[src/rtl/hex_inverter_bist_pkg.sv]
// Shared definitions for the 7404 self-test sequencer:
// state encoding and the fixed pattern set.
package hex_bist_pkg;

    localparam logic [1:0] S_IDLE   = 2'd0;
    localparam logic [1:0] S_SETTLE = 2'd1;
    localparam logic [1:0] S_CHECK  = 2'd2;
    localparam logic [1:0] S_DONE   = 2'd3;

    function automatic int num_patterns(input int lanes);
        return 2 * lanes + 2;
    endfunction

    // 0: zeros, 1: ones, then walking one, then walking zero
    function automatic logic [7:0] pattern(input int idx, input int lanes);
        logic [7:0] ones;
        logic [7:0] v;
        ones = 8'((1 << lanes) - 1);
        v    = '0;
        if (idx == 1) begin
            v = ones;
        end else if (idx >= 2 && idx < lanes + 2) begin
            v = 8'(1 << (idx - 2));
        end else if (idx >= lanes + 2 && idx < 2 * lanes + 2) begin
            v = ones & ~8'(1 << (idx - lanes - 2));
        end
        return v;
    endfunction

endpackage

[src/rtl/hex_inverter_bist_if.sv]
// Test-controller side of the sequencer: start/abort in,
// status and result out.
interface hex_inverter_bist_if #(
    parameter int LANES  = 6,
    parameter int PIDX_W = 4
);
    logic              start;
    logic              abort;
    logic              busy;
    logic              done;
    logic              pass;
    logic [PIDX_W-1:0] fail_pattern;
    logic [LANES-1:0]  fail_mask;

    modport master (
        output start, abort,
        input  busy, done, pass, fail_pattern, fail_mask
    );

    modport slave (
        input  start, abort,
        output busy, done, pass, fail_pattern, fail_mask
    );
endinterface

[src/rtl/hex_inverter_bist_pattern_gen.sv]
// Combinational pattern lookup: index in, lane vector out.
module hex_bist_pattern_gen
    import hex_bist_pkg::*;
#(
    parameter int LANES  = 6,
    parameter int PIDX_W = 4
) (
    input  logic [PIDX_W-1:0] idx,
    output logic [LANES-1:0]  pat
);
    logic [7:0] full;

    always_comb begin
        full = pattern(int'(idx), LANES);
        pat  = full[LANES-1:0];
    end
endmodule

[src/rtl/hex_inverter_bist.sv]
// Self-test sequencer for one 7404: drives patterns, waits a
// settle time, checks Y == ~A, stops on the first failure.
module hex_inverter_bist
    import hex_bist_pkg::*;
#(
    parameter int LANES         = 6,
    parameter int SETTLE_CYCLES = 4,
    parameter int PIDX_W        = 4
) (
    input  logic                clk,
    input  logic                reset,
    hex_inverter_bist_if.slave  ctl,
    output logic [LANES-1:0]    a_out,
    input  logic [LANES-1:0]    y_in
);
    localparam int CNT_W =
        (SETTLE_CYCLES > 1) ? $clog2(SETTLE_CYCLES) : 1;
    localparam logic [CNT_W-1:0]  CNT_INIT = CNT_W'(SETTLE_CYCLES - 1);
    localparam logic [PIDX_W-1:0] P_LAST   =
        PIDX_W'(num_patterns(LANES) - 1);

    logic [1:0]        state_q, state_d;
    logic [CNT_W-1:0]  cnt_q, cnt_d;
    logic [PIDX_W-1:0] p_q, p_d;
    logic [LANES-1:0]  a_q, a_d;
    logic              pass_q, pass_d;
    logic [PIDX_W-1:0] fp_q, fp_d;
    logic [LANES-1:0]  fm_q, fm_d;

    logic [PIDX_W-1:0] pidx;
    logic [LANES-1:0]  pat_next;
    logic [LANES-1:0]  mismatch;

    // Only CHECK advances the index; a fresh start always begins at 0
    assign pidx = (state_q == S_CHECK) ? p_q + PIDX_W'(1) : '0;

    hex_bist_pattern_gen #(
        .LANES  (LANES),
        .PIDX_W (PIDX_W)
    ) u_pat (
        .idx (pidx),
        .pat (pat_next)
    );

    // A good inverter never shows Y equal to A
    assign mismatch = ~(y_in ^ a_q);

    always_comb begin
        state_d = state_q;
        cnt_d   = cnt_q;
        p_d     = p_q;
        a_d     = a_q;
        pass_d  = pass_q;
        fp_d    = fp_q;
        fm_d    = fm_q;
        if (ctl.abort) begin
            state_d = S_IDLE;
            cnt_d   = '0;
            p_d     = '0;
            a_d     = '0;
            pass_d  = 1'b0;
            fp_d    = '0;
            fm_d    = '0;
        end else begin
            unique case (state_q)
                S_IDLE, S_DONE: begin
                    a_d = '0;
                    if (ctl.start) begin
                        state_d = S_SETTLE;
                        a_d     = pat_next;
                        p_d     = '0;
                        cnt_d   = CNT_INIT;
                        pass_d  = 1'b0;
                        fp_d    = '0;
                        fm_d    = '0;
                    end
                end
                S_SETTLE: begin
                    if (cnt_q != '0) cnt_d = cnt_q - CNT_W'(1);
                    else             state_d = S_CHECK;
                end
                S_CHECK: begin
                    if (mismatch != '0) begin
                        state_d = S_DONE;
                        fp_d    = p_q;
                        fm_d    = mismatch;
                        pass_d  = 1'b0;
                        a_d     = '0;
                    end else if (p_q != P_LAST) begin
                        state_d = S_SETTLE;
                        p_d     = p_q + PIDX_W'(1);
                        a_d     = pat_next;
                        cnt_d   = CNT_INIT;
                    end else begin
                        state_d = S_DONE;
                        pass_d  = 1'b1;
                        a_d     = '0;
                    end
                end
                default: state_d = S_IDLE;
            endcase
        end
    end

    always_ff @(posedge clk) begin
        if (reset) begin
            state_q <= S_IDLE;
            cnt_q   <= '0;
            p_q     <= '0;
            a_q     <= '0;
            pass_q  <= 1'b0;
            fp_q    <= '0;
            fm_q    <= '0;
        end else begin
            state_q <= state_d;
            cnt_q   <= cnt_d;
            p_q     <= p_d;
            a_q     <= a_d;
            pass_q  <= pass_d;
            fp_q    <= fp_d;
            fm_q    <= fm_d;
        end
    end

    assign a_out            = a_q;
    assign ctl.busy         = (state_q == S_SETTLE) || (state_q == S_CHECK);
    assign ctl.done         = (state_q == S_DONE);
    assign ctl.pass         = pass_q;
    assign ctl.fail_pattern = fp_q;
    assign ctl.fail_mask    = fm_q;
endmodule
[src/flat_wrapper.sv]
// flat-port wrapper written by rule: the top's interface ports become plain ports
module hex_inverter_bist_flat import hex_bist_pkg::*;
#(
    parameter int LANES         = 6,
    parameter int SETTLE_CYCLES = 4,
    parameter int PIDX_W        = 4
)
  (clk, reset, a_out, y_in, ctl_start, ctl_abort, ctl_busy, ctl_done, ctl_pass, ctl_fail_pattern, ctl_fail_mask);
  hex_inverter_bist_if #(.LANES(LANES), .PIDX_W(PIDX_W)) ctl_i ();
  input  logic clk;
  input  logic reset;
  output logic [LANES-1:0] a_out;
  input  logic [LANES-1:0] y_in;
  input wire logic [$bits(ctl_i.start)-1:0] ctl_start;
  input wire logic [$bits(ctl_i.abort)-1:0] ctl_abort;
  output wire logic [$bits(ctl_i.busy)-1:0] ctl_busy;
  output wire logic [$bits(ctl_i.done)-1:0] ctl_done;
  output wire logic [$bits(ctl_i.pass)-1:0] ctl_pass;
  output wire logic [$bits(ctl_i.fail_pattern)-1:0] ctl_fail_pattern;
  output wire logic [$bits(ctl_i.fail_mask)-1:0] ctl_fail_mask;
  assign ctl_i.start = ctl_start;
  assign ctl_i.abort = ctl_abort;
  assign ctl_busy = ctl_i.busy;
  assign ctl_done = ctl_i.done;
  assign ctl_pass = ctl_i.pass;
  assign ctl_fail_pattern = ctl_i.fail_pattern;
  assign ctl_fail_mask = ctl_i.fail_mask;
  hex_inverter_bist #(.LANES(LANES), .SETTLE_CYCLES(SETTLE_CYCLES), .PIDX_W(PIDX_W)) u_core (.clk(clk), .reset(reset), .ctl(ctl_i), .a_out(a_out), .y_in(y_in));
endmodule
[config.mk]
export PLATFORM = sky130hd
export DESIGN_NAME = hex_inverter_bist_flat
export DESIGN_NICKNAME = d
export VERILOG_FILES = /design/src/rtl/hex_inverter_bist_pkg.sv /design/src/rtl/hex_inverter_bist_if.sv /design/src/rtl/hex_inverter_bist_pattern_gen.sv /design/src/rtl/hex_inverter_bist.sv /design/src/flat_wrapper.sv
export SDC_FILE = /design/constraint.sdc
export NUM_CORES = 1
export LEC_CHECK = 0
export ABC_AREA = 1
export BUFFER_PORTS_ARGS = -buffer_cell sky130_fd_sc_hd__buf_2
export CAP_MARGIN = 20
export CELL_PAD_IN_SITES_DETAIL_PLACEMENT = 0
export CELL_PAD_IN_SITES_GLOBAL_PLACEMENT = 1
export CORE_MARGIN = 1.5
export CORE_UTILIZATION = 36
export DETAILED_ROUTE_END_ITERATION = 6
export HOLD_SLACK_MARGIN = 0.02
export MAX_ROUTING_LAYER = met4
export PLACE_DENSITY_LB_ADDON = 0.12
export SKIP_CTS_REPAIR_TIMING = 1
export SLEW_MARGIN = 30
export SYNTH_ARGS = -nofsm -noshare
export SYNTH_HDL_FRONTEND = slang
export SYNTH_SLANG_ARGS = --single-unit
export TNS_END_PERCENT = 20
[constraint.sdc]
create_clock -name clk -period 2.1 [get_ports clk]
set_input_delay 0.315 -clock clk [delete_from_list [all_inputs] [get_ports clk]]
set_output_delay 0.315 -clock clk [all_outputs]
set_load 0.005 [all_outputs]
# Word-level counts from Yosys, hierarchy flattened
# Index checks and enable logic that the tools add are counted.
[totals]
in_bits = 10
out_inout_bits = 19
latch_bits = 0
ff_bits = 25
rom_bits = 0
word_cells = 78
ramBits = 0
memories = 0
[classes]
n_mux = 31
n_reduce_logical = 14
bitwise_logic = 3
multipliers = 0
magnitude_cmp = 4
shift = 2
div_mod_pow = 0
eq_ne = 12
n_addsub = 5
[ops]
columns = ["operator", "count"]
rows = [
  ["1-bit by 32-bit << shifter with 6-bit output (first input constant)", 2],
  ["6-bit two-way mux", 8],
  ["6-bit case mux with 2 select lines", 2],
  ["4-bit two-way mux", 5],
  ["2-bit two-way mux", 8],
  ["4-bit case mux with 2 select lines", 2],
  ["6-bit NOT", 2],
  ["2-bit case mux with 3 select lines", 2],
  ["2-bit != test (second input constant)", 5],
  ["4-bit less-than comparator (second input constant)", 2],
  ["4-bit AND reduction", 2],
  ["3-bit AND reduction", 2],
  ["6-bit nonzero test", 1],
  ["5-bit by 3-bit subtractor with 6-bit output (second input constant)", 1],
  ["6-bit XOR", 1],
  ["4-bit by 2-bit subtractor with 5-bit output (second input constant)", 1],
  ["4-bit by 3-bit subtractor with 5-bit output (second input constant)", 1],
  ["4-bit by 1-bit adder with 4-bit output (second input constant)", 1],
  ["2-bit equality test (second input constant)", 2],
  ["4-bit by 2-bit equality test with 1-bit output (second input constant)", 1],
  ["4-bit by 2-bit greater-or-equal comparator with 1-bit output (second input constant)", 1],
  ["4-bit greater-or-equal comparator (second input constant)", 1],
  ["4-bit != test (second input constant)", 1],
  ["2-bit nonzero test", 2],
  ["11 further kinds", 15],
]

# Depth between registers and ports, before layout
# Gate-level depths: netlist of run 1.
[depth]
depth_word = 12
depth_mapped = 16
depth_no_buf = 16

# By module
# A second synthesis of run 1 with hierarchy kept.
[hier_totals]
hier_cells = 284
area_unflattened_um2 = 1744.2
[modules_own_cells]
columns = ["module", "instances", "area_each_um2", "cells_each", "seq_area_each_um2"]
rows = [
  ["hex_inverter_bist", 1, 1446.4, 222, 500.5],
  ["hex_bist_pattern_gen", 1, 297.8, 62, 0.0],
]

# Worst setup path before layout of run 1
# OpenSTA, ideal clock, no wires.
[synth_timing]
kind = "register to register"
start = "reg u_core.p_q[1]"
end = "reg u_core.a_q[4], in the netlist u_core.a_out[4]"
setup_time_ns = 0.072
path_slack_ns = -0.129
stages_incl_launch_ff = 15
required_ns = 2.028
path_buffers = 0
synth_period_minus_slack_ns = 2.229
arrival_time_ns = 2.156
cell_sequence = "dfxtp_1 inv_1 ha_1 nor2_8 inv_2 ha_1 ha_1 inv_1 a21oi_2 nand3b_1 o21ai_0 inv_1 nand2_1 nand2_1 a21oi_1"
[synth_via]
elab_chain_len = 12
elab_cells_between_ends = 23
classes_between = "4 x add/sub; 4 x order compare; 2 x eq/ne; 2 x shift; 8 x mux; 1 x bitwise; 2 x reduce/logical"
[synth_rtl]
columns = ["item", "line", "text"]
rows = [
  ["start: declaration", "hex_inverter_bist.sv:24", "logic [PIDX_W-1:0] p_q, p_d;"],
  ["start signal: assignment", "hex_inverter_bist.sv:117", "p_q <= p_d;"],
  ["4-bit by 1-bit adder with 4-bit output (*)", "hex_inverter_bist.sv:35", "assign pidx = (state_q == S_CHECK) ? p_q + PIDX_W'(1) : '0;"],
  ["4-bit two-way mux (*)", "hex_inverter_bist.sv:35", ""],
  ["named net u_core.pidx[1]", "hex_inverter_bist.sv:30", "logic [PIDX_W-1:0] pidx;"],
  ["4-bit by 3-bit subtractor with 5-bit output", "hex_inverter_bist_pkg.sv:25", "v = ones & ~8'(1 << (idx - lanes - 2));"],
  ["5-bit by 3-bit subtractor with 6-bit output", "hex_inverter_bist_pkg.sv:25", ""],
  ["1-bit by 32-bit << shifter with 6-bit output", "hex_inverter_bist_pkg.sv:25", ""],
  ["6-bit NOT", "hex_inverter_bist_pkg.sv:25", ""],
  ["6-bit two-way mux", "hex_inverter_bist_pkg.sv:24", "end else if (idx >= lanes + 2 && idx < 2 * lanes + 2) begin"],
  ["6-bit two-way mux", "hex_inverter_bist_pkg.sv:22", "end else if (idx >= 2 && idx < lanes + 2) begin"],
  ["6-bit two-way mux (*)", "hex_inverter_bist_pkg.sv:20", "if (idx == 1) begin"],
  ["6-bit two-way mux", "hex_inverter_bist.sv:89", "end else if (p_q != P_LAST) begin"],
  ["6-bit two-way mux", "hex_inverter_bist.sv:83", "if (mismatch != '0) begin"],
  ["6-bit case mux with 2 select lines (*)", "hex_inverter_bist.sv:65", "unique case (state_q)"],
  ["end signal: assignment", "hex_inverter_bist.sv:110", "a_q <= '0;"],
  ["end signal: assignment", "hex_inverter_bist.sv:118", "a_q <= a_d;"],
  ["end: declaration", "hex_inverter_bist.sv:25", "logic [LANES-1:0] a_q, a_d;"],
]
# The timed path passes the listed nets; every way through them passes the cells marked *.
# A chain may end at the register's enable or synchronous reset.

# Final worst setup path of run 1
[layout_timing]
start = "reg u_core.p_q[0]"
end = "reg u_core.a_q[2], in the netlist u_core.a_out[2]"
# The elaborated chain is that of the path after synthesis.

==> impl_table.tex, run 1 <==
\begin{tabular}{lr}
\hline
Metric & Value \\
\hline
\multicolumn{2}{l}{\textbf{Floorplanning}} \\
Starting density of the core & 38.1\% \\
Die boundary height & 71.6 um \\
Placeable core region & 0.00444 mm\^{}2 \\
Die width & 71.6 um \\
Die Area & 0.00512 mm\^{}2 \\
Number of I/O pins & 29 \\
Cell Rows & 24 \\
\multicolumn{2}{l}{\textbf{Timing}} \\
Finish-stage setup viols & 0 \\
Final worst clock skew & 9.80 ps \\
Worst slew margin relative to its limit & 76.6\% \\
Final period utilization & 97.8\% \\
Highest Clock Rate & 0.487 GHz \\
Fin crit period & 2050 ps \\
Final Hold Vio Count & 0 \\
Transition time at the pin with the least slew margin & 349 ps \\
Final Max Tran Viols & 0 \\
RSZ-0062 raised after global routing & true \\
Setup slack of the critical path after layout & 46.3 ps \\
\multicolumn{2}{l}{\textbf{Setup path}} \\
Kind of start point of the critical path & register \\
Kind of critical path & register to register \\
Critical Path Sink Type & register \\
CP cell instances & buf\_6, ha\_4, nor2\_8, inv\_4, ha\_4, ha\_4, inv\_2, a21oi\_2, nand3\_2, nor2\_2, nand2\_1, nand3\_2, nand2\_2, a21oi\_1 \\
Largest delay share family, worst path & adder cells \\
Largest fanout on the critical path & 5 \\
Critical Path RT & 2300 ps \\
Crit path arrival time & 2250 ps \\
Cell with the largest stage delay on the worst path & sky130\_fd\_sc\_hd\_\_dfxtp\_4 \\
CP dominant cell by count & sky130\_fd\_sc\_hd\_\_ha\_4 \\
Critical path buffers and inverters & 3 \\
Worst stage delay on the critical path & 370 ps \\
\multicolumn{2}{l}{\textbf{Yosys}} \\
Post-synthesis register bit count & 25 \\
Main flop type after synthesis & sky130\_fd\_sc\_hd\_\_dfxtp\_1 \\
Fraction of post-synthesis cell area in the top cell type by area & 29.6\% \\
Average instance area after synthesis & 7.29 um\^{}2 \\
Synth cell types & 37 \\
Cells after synthesis & 232 \\
Post-synth net total & 253 \\
Count of yosys warnings during synthesis & 0 \\
Proportion of synthesized flip-flops having asynchronous set or reset & 0\% \\
Synth cell count leaders & sky130\_fd\_sc\_hd\_\_nand2\_1 (58), sky130\_fd\_sc\_hd\_\_dfxtp\_1 (25), sky130\_fd\_sc\_hd\_\_nor2\_1 (22), sky130\_fd\_sc\_hd\_\_inv\_1 (21), sky130\_fd\_sc\_hd\_\_nand3\_1 (16) \\
Sequential-to-total area share from yosys stat & 29.6\% \\
Main area contributors after synthesis & sky130\_fd\_sc\_hd\_\_dfxtp\_1 (30\%), sky130\_fd\_sc\_hd\_\_nand2\_1 (13\%), sky130\_fd\_sc\_hd\_\_ha\_1 (8.1\%) \\
Number of enable-type register cells in the synthesized netlist & 0 \\
Cell Area, Synth & 0.00169 mm\^{}2 \\
Dominant cell by count in the synthesized netlist & sky130\_fd\_sc\_hd\_\_nand2\_1 \\
Library cell with the largest summed area after synthesis & sky130\_fd\_sc\_hd\_\_dfxtp\_1 \\
\multicolumn{2}{l}{\textbf{Placement}} \\
Count of port buffers added during placement & 28 \\
Final weighted congestion of routability-driven global placement & 0.856 \\
Placed standard-cell area & 0.00202 mm\^{}2 \\
DP HPWL & 3.22 mm \\
Pre-CTS worst setup slack & -25.7 ps \\
\multicolumn{2}{l}{\textbf{Final layout}} \\
Area of all placed cells without fillers & 0.00216 mm\^{}2 \\
Proportion of layout cells with a drive suffix above 1 & 34.9\% \\
Total number of nets in the final design & 300 \\
Filler Cell Count & 465 \\
Synthesis-to-finish area growth & 27.6\% \\
Antenna Diode Count & 0 \\
\multicolumn{2}{l}{\textbf{CTS}} \\
TritonCTS sink count & 25 \\
CTS tree & yes \\
Worst-Skew Late Latency & 270 ps \\
Clock-pin slew on the worst setup and hold paths & 100 ps \\
Number of buffers between clock root and the deepest sink & 2 \\
Root buf cell & sky130\_fd\_sc\_hd\_\_clkbuf\_8 \\
Inserted Clock Buffers & 3 \\
CTS H-tree depth & 1 \\
\multicolumn{2}{l}{\textbf{GRT}} \\
Antenna violations before repair & 0 \\
Wire length of the first global-routing pass & 6.83 mm \\
Overflow left after global routing & 0 \\
Largest net degree at the start of global routing & 17 \\
Number of global-route vias before repair & 1491 \\
Total Routing Usage GR & 17.2\% \\
\multicolumn{2}{l}{\textbf{Power}} \\
VDD IR-drop max & 0.000266 V \\
Share of total power in combinational logic & 16.6\% \\
Static Leak & 0.000982 uW \\
Clock network power share & 31.2\% \\
Internal Pwr Total & 679 uW \\
Power density over the cells & 436 mW/mm\^{}2 \\
Net Switching & 261 uW \\
Switch share & 27.8\% \\
Final Total Pwr & 941 uW \\
Portion of total power attributed to sequential cells & 52.2\% \\
\multicolumn{2}{l}{\textbf{Run}} \\
Number of maximum-capacitance violations & 0 \\
\multicolumn{2}{l}{\textbf{Run status}} \\
Outcome & finished, final reports clean \\
\multicolumn{2}{l}{\textbf{Hold path}} \\
Class of the most critical hold timing path & input pin to register \\
\multicolumn{2}{l}{\textbf{Detailed routing}} \\
DRC errors left & 0 \\
Wire length reported by the detailed router & 4.02 mm \\
First-pass DRT Iterations & 6 \\
Residual antenna-violating net count after detailed routing & 0 \\
Total number of vias & 1552 \\
Vias per inst & 4.70 \\
Detailed router's first-iteration violation count & 77 \\
Avg WL per Cell & 12.2 um \\
\hline
\end{tabular}
[cells by family (layout without fill, tap and decap cells)]
logic type	Yosys count	in the layout	synth area share [%]
xor+xnor	6	6	3.11
compound gates	34	34	11.8
fa+ha+maj	11	11	8.14
flops	25	25	29.6
simple gates	123	123	38.9
buf+inv	33	79	8.51
[cells in the final DEF (no fill, tap or decap), types with 5 or more instances in the layout]
cell                      netlist  layout
sky130_fd_sc_hd__nand2_1       58      57
sky130_fd_sc_hd__buf_2          1      28
sky130_fd_sc_hd__nor2_1        22      21
sky130_fd_sc_hd__dfxtp_1       25      21
sky130_fd_sc_hd__inv_1         21      18
sky130_fd_sc_hd__buf_4          1      17
sky130_fd_sc_hd__nand3_1       16      15
sky130_fd_sc_hd__a21oi_1       13      10
sky130_fd_sc_hd__o21ai_0       10       8
sky130_fd_sc_hd__nand2_2        6       7
sky130_fd_sc_hd__inv_2          3       5
sky130_fd_sc_hd__o21ai_1        3       5
sky130_fd_sc_hd__ha_4           0       5
sky130_fd_sc_hd__ha_1          11       5
[final cells by class]
cell class	count	area (um^2)	share of cell area, %
inverters	29	121	5.62
clock inverters	1	7.51	0.348
flip-flops and latches	25	510	23.7
clock buffers	3	41.3	1.91
multi-input cells	174	1130	52.5
repair buffers	46	279	12.9
well taps	52	65.1	3.01
[sequential cells by signal, summed over array words and instances (netlist names)]
register / cells
u_core.ctl.fail_mask: 6
u_core.a_out: 6
u_core.state_q: 2
u_core.p_q: 4
u_core.ctl.pass: 1
u_core.ctl.fail_pattern: 4
u_core.cnt_q: 2
[routing by layer]
layer  GRT usage, %  vias up  wire, um
met4           4.40        0        29
met5              -        -         0
met2           26.8       30      1780
met3           2.25        2       116
met1           23.7      683      2100
li1               -      837         -
[power by group through the flow]
| stage | Combinational [uW] | Sequential, uW | Clock (uW) |
|---|---|---|---|
| after CTS | 149 | 493 | 304 |
| after global placement | 148 | 503 | 0 |
| final | 156 | 491 | 293 |
| after global routing | 178 | 493 | 320 |
| after floorplan | 99.7 | 503 | 0 |
| after detailed placement | 148 | 503 | 0 |
[through the flow]
step / hold WS (ps) / setup TNS, ps / util, % / cells
after global placement: 452 / 0 / 45.4 / 323
after global routing: 416 / -321 / 48.6 / 330
after CTS: 398 / -59.7 / 46.5 / 327
after floorplan: 461 / 0 / - / 232
final: 400 / 0 / 48.6 / 330
after detailed placement: 453 / -25.7 / 45.4 / 323
[worst register-to-register path, stage by stage (launching register included)]
cell and delay, ps:
sky130_fd_sc_hd__dfxtp_4 370, sky130_fd_sc_hd__buf_6 120, sky130_fd_sc_hd__ha_4 230, sky130_fd_sc_hd__nor2_8 120, sky130_fd_sc_hd__inv_4 40, sky130_fd_sc_hd__ha_4 160, sky130_fd_sc_hd__ha_4 250, sky130_fd_sc_hd__inv_2 30
sky130_fd_sc_hd__a21oi_2 120, sky130_fd_sc_hd__nand3_2 110, sky130_fd_sc_hd__nor2_2 110, sky130_fd_sc_hd__nand2_1 70, sky130_fd_sc_hd__nand3_2 70, sky130_fd_sc_hd__nand2_2 50, sky130_fd_sc_hd__a21oi_1 140
[worst paths after layout]
check,start,end,slack (ps),depth (start not counted)
setup reg to reg,u_core.p_q[0],u_core.a_out[2],50,14
setup / recovery,u_core.p_q[0],u_core.a_out[2],50,14
hold reg to reg,u_core.ctl.fail_pattern[1],u_core.ctl.fail_pattern[1],460,2
hold / removal,y_in[3],u_core.ctl.fail_mask[3],400,4
(Power assumes the default switching activity.)
==> inputs of run 2 (changes only) <==
- RECOVER_POWER: not set -> 25
- SKIP_LAST_GASP: not set -> 1
==> run 2 against run 1 <==
Effect of this change:
- maximum frequency shrank 0.19%
- setup slack worse by 4.0 ps
- non-clock buffer count unchanged
- routed wire length grew 0.15%
- global-route usage did not move
- power is essentially flat
- first-iteration DRC count shrank 25%
- register-to-register slack about the same
- via count rose by 0.52%
- combinational power barely moved
- largest cell class unchanged
- largest power group unchanged
==> impl_table.tex, run 2 (synthesis gave the netlist of run 1 again) <==
\begin{tabular}{lr}
\hline
Metric & Value \\
\hline
\multicolumn{2}{l}{\textbf{Placement}} \\
DP HPWL & 3.22 mm \\
Final weighted congestion of routability-driven global placement & 0.856 \\
Pre-CTS worst setup slack & -25.7 ps \\
Placed standard-cell area & 0.00202 mm\^{}2 \\
Count of port buffers added during placement & 28 \\
Post-placement cell count & 323 \\
\multicolumn{2}{l}{\textbf{Timing}} \\
Highest Clock Rate & 0.486 GHz \\
Worst slew margin relative to its limit & 75.9\% \\
Setup slack of the critical path after layout & 42.3 ps \\
RSZ-0062 raised after global routing & true \\
Final Max Tran Viols & 0 \\
Fin crit period & 2060 ps \\
Final period utilization & 98.0\% \\
Sum of negative setup slack & 0 ps \\
Transition time at the pin with the least slew margin & 359 ps \\
Final Hold Vio Count & 0 \\
Final worst clock skew & 9.97 ps \\
Finish-stage setup viols & 0 \\
\multicolumn{2}{l}{\textbf{CTS}} \\
Clock-pin slew on the worst setup and hold paths & 100 ps \\
CTS H-tree depth & 1 \\
Root buf cell & sky130\_fd\_sc\_hd\_\_clkbuf\_8 \\
TritonCTS sink count & 25 \\
CTS tree & yes \\
Inserted Clock Buffers & 3 \\
Worst-Skew Late Latency & 270 ps \\
Number of buffers between clock root and the deepest sink & 2 \\
\multicolumn{2}{l}{\textbf{Setup path}} \\
Kind of critical path & register to register \\
Largest fanout on the critical path & 5 \\
Critical Path Sink Type & register \\
Worst stage delay on the critical path & 370 ps \\
CP cell instances & buf\_6, ha\_4, nor2\_8, inv\_4, ha\_4, ha\_4, inv\_2, a21oi\_2, nand3\_2, nor2\_2, nand2\_1, nand3\_2, nand2\_2, a21oi\_1 \\
Cell with the largest stage delay on the worst path & sky130\_fd\_sc\_hd\_\_dfxtp\_4 \\
Critical Path RT & 2300 ps \\
CP dominant cell by count & sky130\_fd\_sc\_hd\_\_ha\_4 \\
Crit path arrival time & 2260 ps \\
Kind of start point of the critical path & register \\
\multicolumn{2}{l}{\textbf{Power}} \\
VDD IR-drop max & 0.000267 V \\
Power density over the cells & 438 mW/mm\^{}2 \\
Static Leak & 0.000975 uW \\
\multicolumn{2}{l}{\textbf{Detailed routing}} \\
Wire length reported by the detailed router & 4.03 mm \\
Vias per inst & 4.73 \\
Residual antenna-violating net count after detailed routing & 0 \\
DRC errors left & 0 \\
First-pass DRT Iterations & 6 \\
Avg WL per Cell & 12.2 um \\
Total number of vias & 1560 \\
Detailed router's first-iteration violation count & 58 \\
\multicolumn{2}{l}{\textbf{GRT}} \\
Number of global-route vias before repair & 1491 \\
Wire length of the first global-routing pass & 6.83 mm \\
Total Routing Usage GR & 17.2\% \\
Largest net degree at the start of global routing & 17 \\
Overflow left after global routing & 0 \\
Antenna violations before repair & 0 \\
\multicolumn{2}{l}{\textbf{Floorplanning}} \\
Cell Rows & 24 \\
Number of I/O pins & 29 \\
Starting density of the core & 38.1\% \\
Placeable core region & 0.00444 mm\^{}2 \\
Die boundary height & 71.6 um \\
Die Area & 0.00512 mm\^{}2 \\
Die width & 71.6 um \\
\multicolumn{2}{l}{\textbf{Final layout}} \\
Area of all placed cells without fillers & 0.00215 mm\^{}2 \\
Final cell count without fillers & 330 \\
Commonest cells after routing, fill and taps aside & sky130\_fd\_sc\_hd\_\_nand2\_1 (57), sky130\_fd\_sc\_hd\_\_buf\_2 (26), sky130\_fd\_sc\_hd\_\_nor2\_1 (22), sky130\_fd\_sc\_hd\_\_dfxtp\_1 (21), sky130\_fd\_sc\_hd\_\_inv\_1 (18) \\
Antenna Diode Count & 0 \\
Total number of nets in the final design & 300 \\
Proportion of layout cells with a drive suffix above 1 & 33.5\% \\
Leading cell type in the layout, fill and taps excluded & sky130\_fd\_sc\_hd\_\_nand2\_1 \\
Synthesis-to-finish area growth & 27.1\% \\
\multicolumn{2}{l}{\textbf{Run}} \\
Number of maximum-capacitance violations & 0 \\
\multicolumn{2}{l}{\textbf{Run status}} \\
Outcome & finished, final reports clean \\
\multicolumn{2}{l}{\textbf{Hold path}} \\
Class of the most critical hold timing path & input pin to register \\
\hline
\end{tabular}
[run 2: cell count changes in the layout (fill, tap and decap cells not counted)]
| cell | delta |
|---|---|
| sky130_fd_sc_hd__buf_2 | -2 |
| sky130_fd_sc_hd__clkbuf_1 | +2 |
| sky130_fd_sc_hd__nor2_2 | -1 |
| sky130_fd_sc_hd__ha_1 | +1 |
| sky130_fd_sc_hd__nor2_1 | +1 |
| sky130_fd_sc_hd__ha_2 | -1 |
[run 2: path summary, 6_finish.rpt]
path                                                  from                    endpoint  slack (ps)  cells after the start
worst min register to register  u_core.ctl.fail_pattern[1]  u_core.ctl.fail_pattern[1]         460                      2
worst max-delay path                         u_core.p_q[0]             u_core.a_out[2]          40                     14
worst min-delay path                               y_in[3]     u_core.ctl.fail_mask[3]         400                      4
worst max register to register               u_core.p_q[0]             u_core.a_out[2]          40                     14
[run 2: layout make-up]
type	count	area [um^2]
clock buffers	3	41.3
clock inverters	1	7.51
fillers	464	2290
inverters	29	121
multi-input cells	174	1130
flip-flops and latches	25	510
well taps	52	65.1
repair buffers	46	277
[run 2: where the power goes]
part	total (uW)	switching (uW)	internal, uW
clock network	294	160	134
registers	491	8.50	483
logic	156	93.7	62.4
[run 2: critical path, delay by kind of cell (launching register included)]
kind | cells | cell delay [ps]
AO/OA/AOI/OAI | 2 | 260
adder cells (fa/ha/maj) | 3 | 640
flip-flops | 1 | 370
buffers and inverters | 3 | 190
AND/OR/NAND/NOR | 6 | 530
[run 2: metrics by stage]
stage	utilization, %	hold slack [ps]	power, uW
finish	48.4	399	941
global route	48.4	416	991
CTS	46.5	398	945
detailed placement	45.4	453	651
global placement	45.4	452	651
floorplan	-	461	603
[run 2: metal layers]
layer  global-route usage, %  share of wire (%)  vias up
li1                        -                  -      836
met1                    23.7                 52      688
met2                    26.8                 44       34
met3                    2.25                3.7        2
met4                    4.40               0.72        0
met5                       -                  0        -
